==> src/rtl/bit_serializer.sv <==
// bit_serializer: MSB-first serializer for 1..8-bit frames with an
// optional idle gap after each frame.
//
// Parameters:
//   GAP        idle cycles after each frame (0..15)
//   IDLE_LEVEL level on out when no bit is being sent
// Ports:
//   clk        clock, rising edge
//   rst        synchronous active-high reset
//   start      frame request, taken when ready=1
//   data[7:0]  payload, captured on acceptance
//   len[3:0]   length in bits (0 or >8 means 8), captured on acceptance
//   ready      can accept start
//   busy       frame or gap in progress (~ready)
//   out        registered serial output
//   done       one-cycle pulse after a frame's last bit
//   remaining  bits still to send after the current one
module bit_serializer #(
    parameter int   GAP        = 1,
    parameter logic IDLE_LEVEL = 1'b0
) (
    input  logic       clk,
    input  logic       rst,
    input  logic       start,
    input  logic [7:0] data,
    input  logic [3:0] len,
    output logic       ready,
    output logic       busy,
    output logic       out,
    output logic       done,
    output logic [3:0] remaining
);

    localparam logic [1:0] S_IDLE  = 2'd0;
    localparam logic [1:0] S_SHIFT = 2'd1;
    localparam logic [1:0] S_GAP   = 2'd2;

    localparam logic [3:0] GAP_W = 4'(GAP);

    logic [1:0] state;
    logic [7:0] sh;
    logic [3:0] rem;
    logic [3:0] gcnt;
    logic [3:0] eff_len;
    logic [7:0] aligned;
    logic       last;
    logic       accept;

    assign eff_len = (len == 4'd0 || len > 4'd8) ? 4'd8 : len;

    // Left-align the payload so the first bit is always at bit 7;
    // bits above L-1 fall off the top.
    assign aligned = data << (4'd8 - eff_len);

    assign last = (state == S_SHIFT) && (rem == 4'd0);

    // With no gap, the last-bit cycle also accepts a new frame so
    // consecutive frames run without an idle cycle between them.
    assign ready = (state == S_IDLE) || ((GAP == 0) && last);
    assign busy = ~ready;
    assign accept = start & ready;
    assign remaining = rem;

    always_ff @(posedge clk) begin
        if (rst) begin
            state <= S_IDLE;
            sh    <= 8'd0;
            rem   <= 4'd0;
            gcnt  <= 4'd0;
            out   <= IDLE_LEVEL;
            done  <= 1'b0;
        end else begin
            done <= 1'b0;
            if (accept) begin
                state <= S_SHIFT;
                out   <= aligned[7];
                sh    <= {aligned[6:0], 1'b0};
                rem   <= eff_len - 4'd1;
                // Back-to-back: the previous frame still ends here.
                if (last)
                    done <= 1'b1;
            end else begin
                unique case (state)
                    S_SHIFT: begin
                        if (rem == 4'd0) begin
                            done <= 1'b1;
                            out  <= IDLE_LEVEL;
                            if (GAP > 0) begin
                                state <= S_GAP;
                                gcnt  <= GAP_W - 4'd1;
                            end else begin
                                state <= S_IDLE;
                            end
                        end else begin
                            out <= sh[7];
                            sh  <= {sh[6:0], 1'b0};
                            rem <= rem - 4'd1;
                        end
                    end
                    S_GAP: begin
                        if (gcnt == 4'd0)
                            state <= S_IDLE;
                        else
                            gcnt <= gcnt - 4'd1;
                    end
                    default: begin
                        state <= S_IDLE;
                    end
                endcase
            end
        end
    end

endmodule

==> config.mk <==
export PLATFORM = sky130hd
export DESIGN_NAME = bit_serializer
export DESIGN_NICKNAME = d
export VERILOG_FILES = /design/src/rtl/bit_serializer.sv
export SDC_FILE = /design/constraint.sdc
export NUM_CORES = 1
export LEC_CHECK = 0
export BUFFER_PORTS_ARGS = -buffer_cell sky130_fd_sc_hd__buf_4
export CORE_UTILIZATION = 53
export DETAILED_ROUTE_END_ITERATION = 8
export PLACE_DENSITY = 0.87
export SYNTH_ARGS = -nofsm -noshare
export SYNTH_HDL_FRONTEND = slang
export SYNTH_SLANG_ARGS = --single-unit
==> constraint.sdc <==
create_clock -name clk -period 2.02 [get_ports clk]
set_clock_uncertainty 0.1 [all_clocks]
set_input_delay 0 -clock clk [delete_from_list [all_inputs] [get_ports clk]]
set_output_delay 0 -clock clk [all_outputs]
set_load 0.005 [all_outputs]
==> results.cfg <==
[worst_setup_path]
rrSetupSlack_ps = 180
arrival_ps = 1980
start_kind = register
cp.required_ps = 2160
crit_type = register to register
cp-end-kind = register
critPathMaxFanout = 8

[synthesis]
yosysWarningCount = 0
ys.flop_type = dfxtp_1
yosysTopAreaCell = dfxtp_1
async_reset_ff_frac = 0
yosysTopAreaCellShare = 0.3301
postSynthCellCount = 140
synth_cell_types = 38
yosysMostFrequentCell = nor2_1
ys_seq_area_frac = 0.3301
synth_seq_cells = 19
netlist_top_cells_area = dfxtp_1, nor2_1, nand2_1
synth_edf_count = 0
avgSynthCellArea_sq_um = 8.231
synth_common_cells = nor2_1, dfxtp_1, nand2_1
synth_nets = 158
syn_area_sq_um = 1152

[floorplanning]
core_sq_um = 2002
num_rows = 16
pin_count = 23
floorplan.die_area_sq_um = 2365
die_x_um = 48.63
initial_utilization = 0.5756
die_h_um = 48.63

[routing]
final_antenna_net_count = 0
drt_wl_total_um = 2690
vias_per_cell = 5.763
via_count = 1118
drtPass1Iterations = 4
post-route-drc-count = 0
wl_per_cell_um = 13.87
drt_iter0_drc = 22

[power_and_ir_drop]
switching_share = 0.3542
peakVddDrop_uv = 417.2
p_leak_nw = 0.5984
pwr-share-comb = 0.373
power-per-cell-area_nw_per_um2 = 747.6
total_power_w = 0.001055
p_clk_frac = 0.189
power_frac_seq = 0.439
p_int_w = 0.0006815
p_switching_w = 0.0003737

[clock_tree]
clockBufferDepth = 2
insertion_delay_ps = 310
htreeDepth = 1
postCtsSetupBuffers = 0
ctsRootBufferMaster = clkbuf_4
cts_buffers = 3
clk_pin_slew_ps = 110
cts_num_sinks = 19
tritoncts = built

[timing]
finalHoldViolations = 0
worst_slew_pin_slew_ps = 501.6
timing.final.crit_share = 0.9114
slew_viol_final = 0
max_freq_mhz = 543.2
fin_tns_setup_ps = 0
final-setup-viol-count = 0
fin_crit_ps = 1841
relSlewSlack = 0.6632
rsz0062_at_grt = false

[final_layout]
area_growth_pct = 22.48
final_util = 0.7050
antenna_cells = 0
drive_gt1_frac = 0.2275
final_area_sq_um = 1411
fin_nets = 186

[global_route]
antenna_found_initial = 0
grt_pass1_vias = 1149
grt_pass1_wl_um = 4899
grt_max_degree = 20
grt_usage = 0.2664
grt_overflow_total = 0

[run]
drv_cap = 0

[place]
dpl.hpwl_um = 2099
place.gp.congestion = 0.8587
post_dp_cell_area_sq_um = 1351
numPortBuffers = 22

[worst_hold_path]
hold_path.class = input port to register

[run_status]
outcome = finished clean
[layout by cell type (no fill, tap or decap), types with 2 or more instances in the layout]
cell	count
nor2b_1	2
and3_1	2
a311oi_1	2
a31oi_1	2
a21oi_1	8
clkbuf_4	3
inv_1	4
nand2_1	19
xor2_1	4
o21ai_0	3
nor4_1	3
mux2i_1	6
mux4_2	3
or3_1	2
dfxtp_1	19
a211oi_1	3
xnor2_1	3
buf_4	26
nor2_1	19
dlygate4sd3_1	3
nor3_1	7
nand2b_1	4
ha_1	3
[registers in the layout (all words and copies together), names as in the netlist]
register,cells
done,1
gcnt,4
out,1
remaining,4
sh,7
state,2
[cell families after synthesis]
kind of cell    count (synthesis)  synth area share
buf+inv                        11           0.04233
mux                             9            0.1107
simple gates                   65            0.2758
compound gates                 26            0.1553
fa+ha+maj                       3           0.03258
flops                          19            0.3301
xor+xnor                        7           0.05320
[final cells by class]
cell class	count	area [sq um]
timing repair buffer	29	225.2
inverter	5	18.77
fill	155	590.6
clock inverter	1	5.005
multi-input combinational	110	725.7
sequential	19	380.4
tap	27	33.78
clock buffer	3	22.52
[path summary, 6_finish.rpt]
kind,start,end,cells after the start
worst max-delay path,state[0]$_SDFFE_PP0P_,remaining[2]$_SDFFE_PP0P_,8
worst min-delay path,data[1],sh[3]$_SDFFE_PP0P_,4
worst max register to register,state[0]$_SDFFE_PP0P_,remaining[2]$_SDFFE_PP0P_,8
worst min register to register,sh[1]$_SDFFE_PP0P_,sh[1]$_SDFFE_PP0P_,2
[per-layer routing]
metal	part of all wire	global-route usage	vias up	routed length (um)
met3	0.033	0.02201	9	90
li1	-	-	550	-
met5	0	0	-	0
met4	0.025	0.1422	0	67
met2	0.54	0.4954	34	1445
met1	0.40	0.2967	525	1088
[power groups by stage]
stage                     logic (W)  registers, W  clock network, W
after floorplan            0.000279      0.000462                 0
after global placement     0.000373      0.000466                 0
after detailed placement   0.000386      0.000469                 0
after CTS                  0.000393      0.000461          0.000198
after global routing       0.000439      0.000469          0.000217
final                      0.000393      0.000463          0.000199
[metrics by stage]
| stage | hold slack (ps) | setup slack [ps] | instances |
|---|---|---|---|
| 5_1_grt | 120.3 | 38.29 | 194 |
| 3_3_place_gp | 221.0 | 178.5 | 187 |
| 3_5_place_dp | 226.9 | 115.4 | 187 |
| 6_report | 94.77 | 178.9 | 194 |
| 2_1_floorplan | 133.5 | 178.6 | 140 |
| 4_1_cts | 93.05 | 182.0 | 194 |
[critical path, cell delays in order, from the launching register on]
cell and delay, ps:
dfxtp_1 360, nor2_1 210, nand2_1 220, nor2_1 190
a21oi_1 60, ha_1 230, xnor2_1 150, nor2_1 50
a211oi_1 190
[what timing repair did]
| action | 4_1_cts | 5_1_grt |
|---|---|---|
| gates resized for setup | 0 | 1 |
| hold endpoints to repair | 18 | 0 |
| setup endpoints to repair | 0 | 1 |
| hold buffers | 3 | 0 |
No activity file was read; power rests on OpenSTA's default activity.
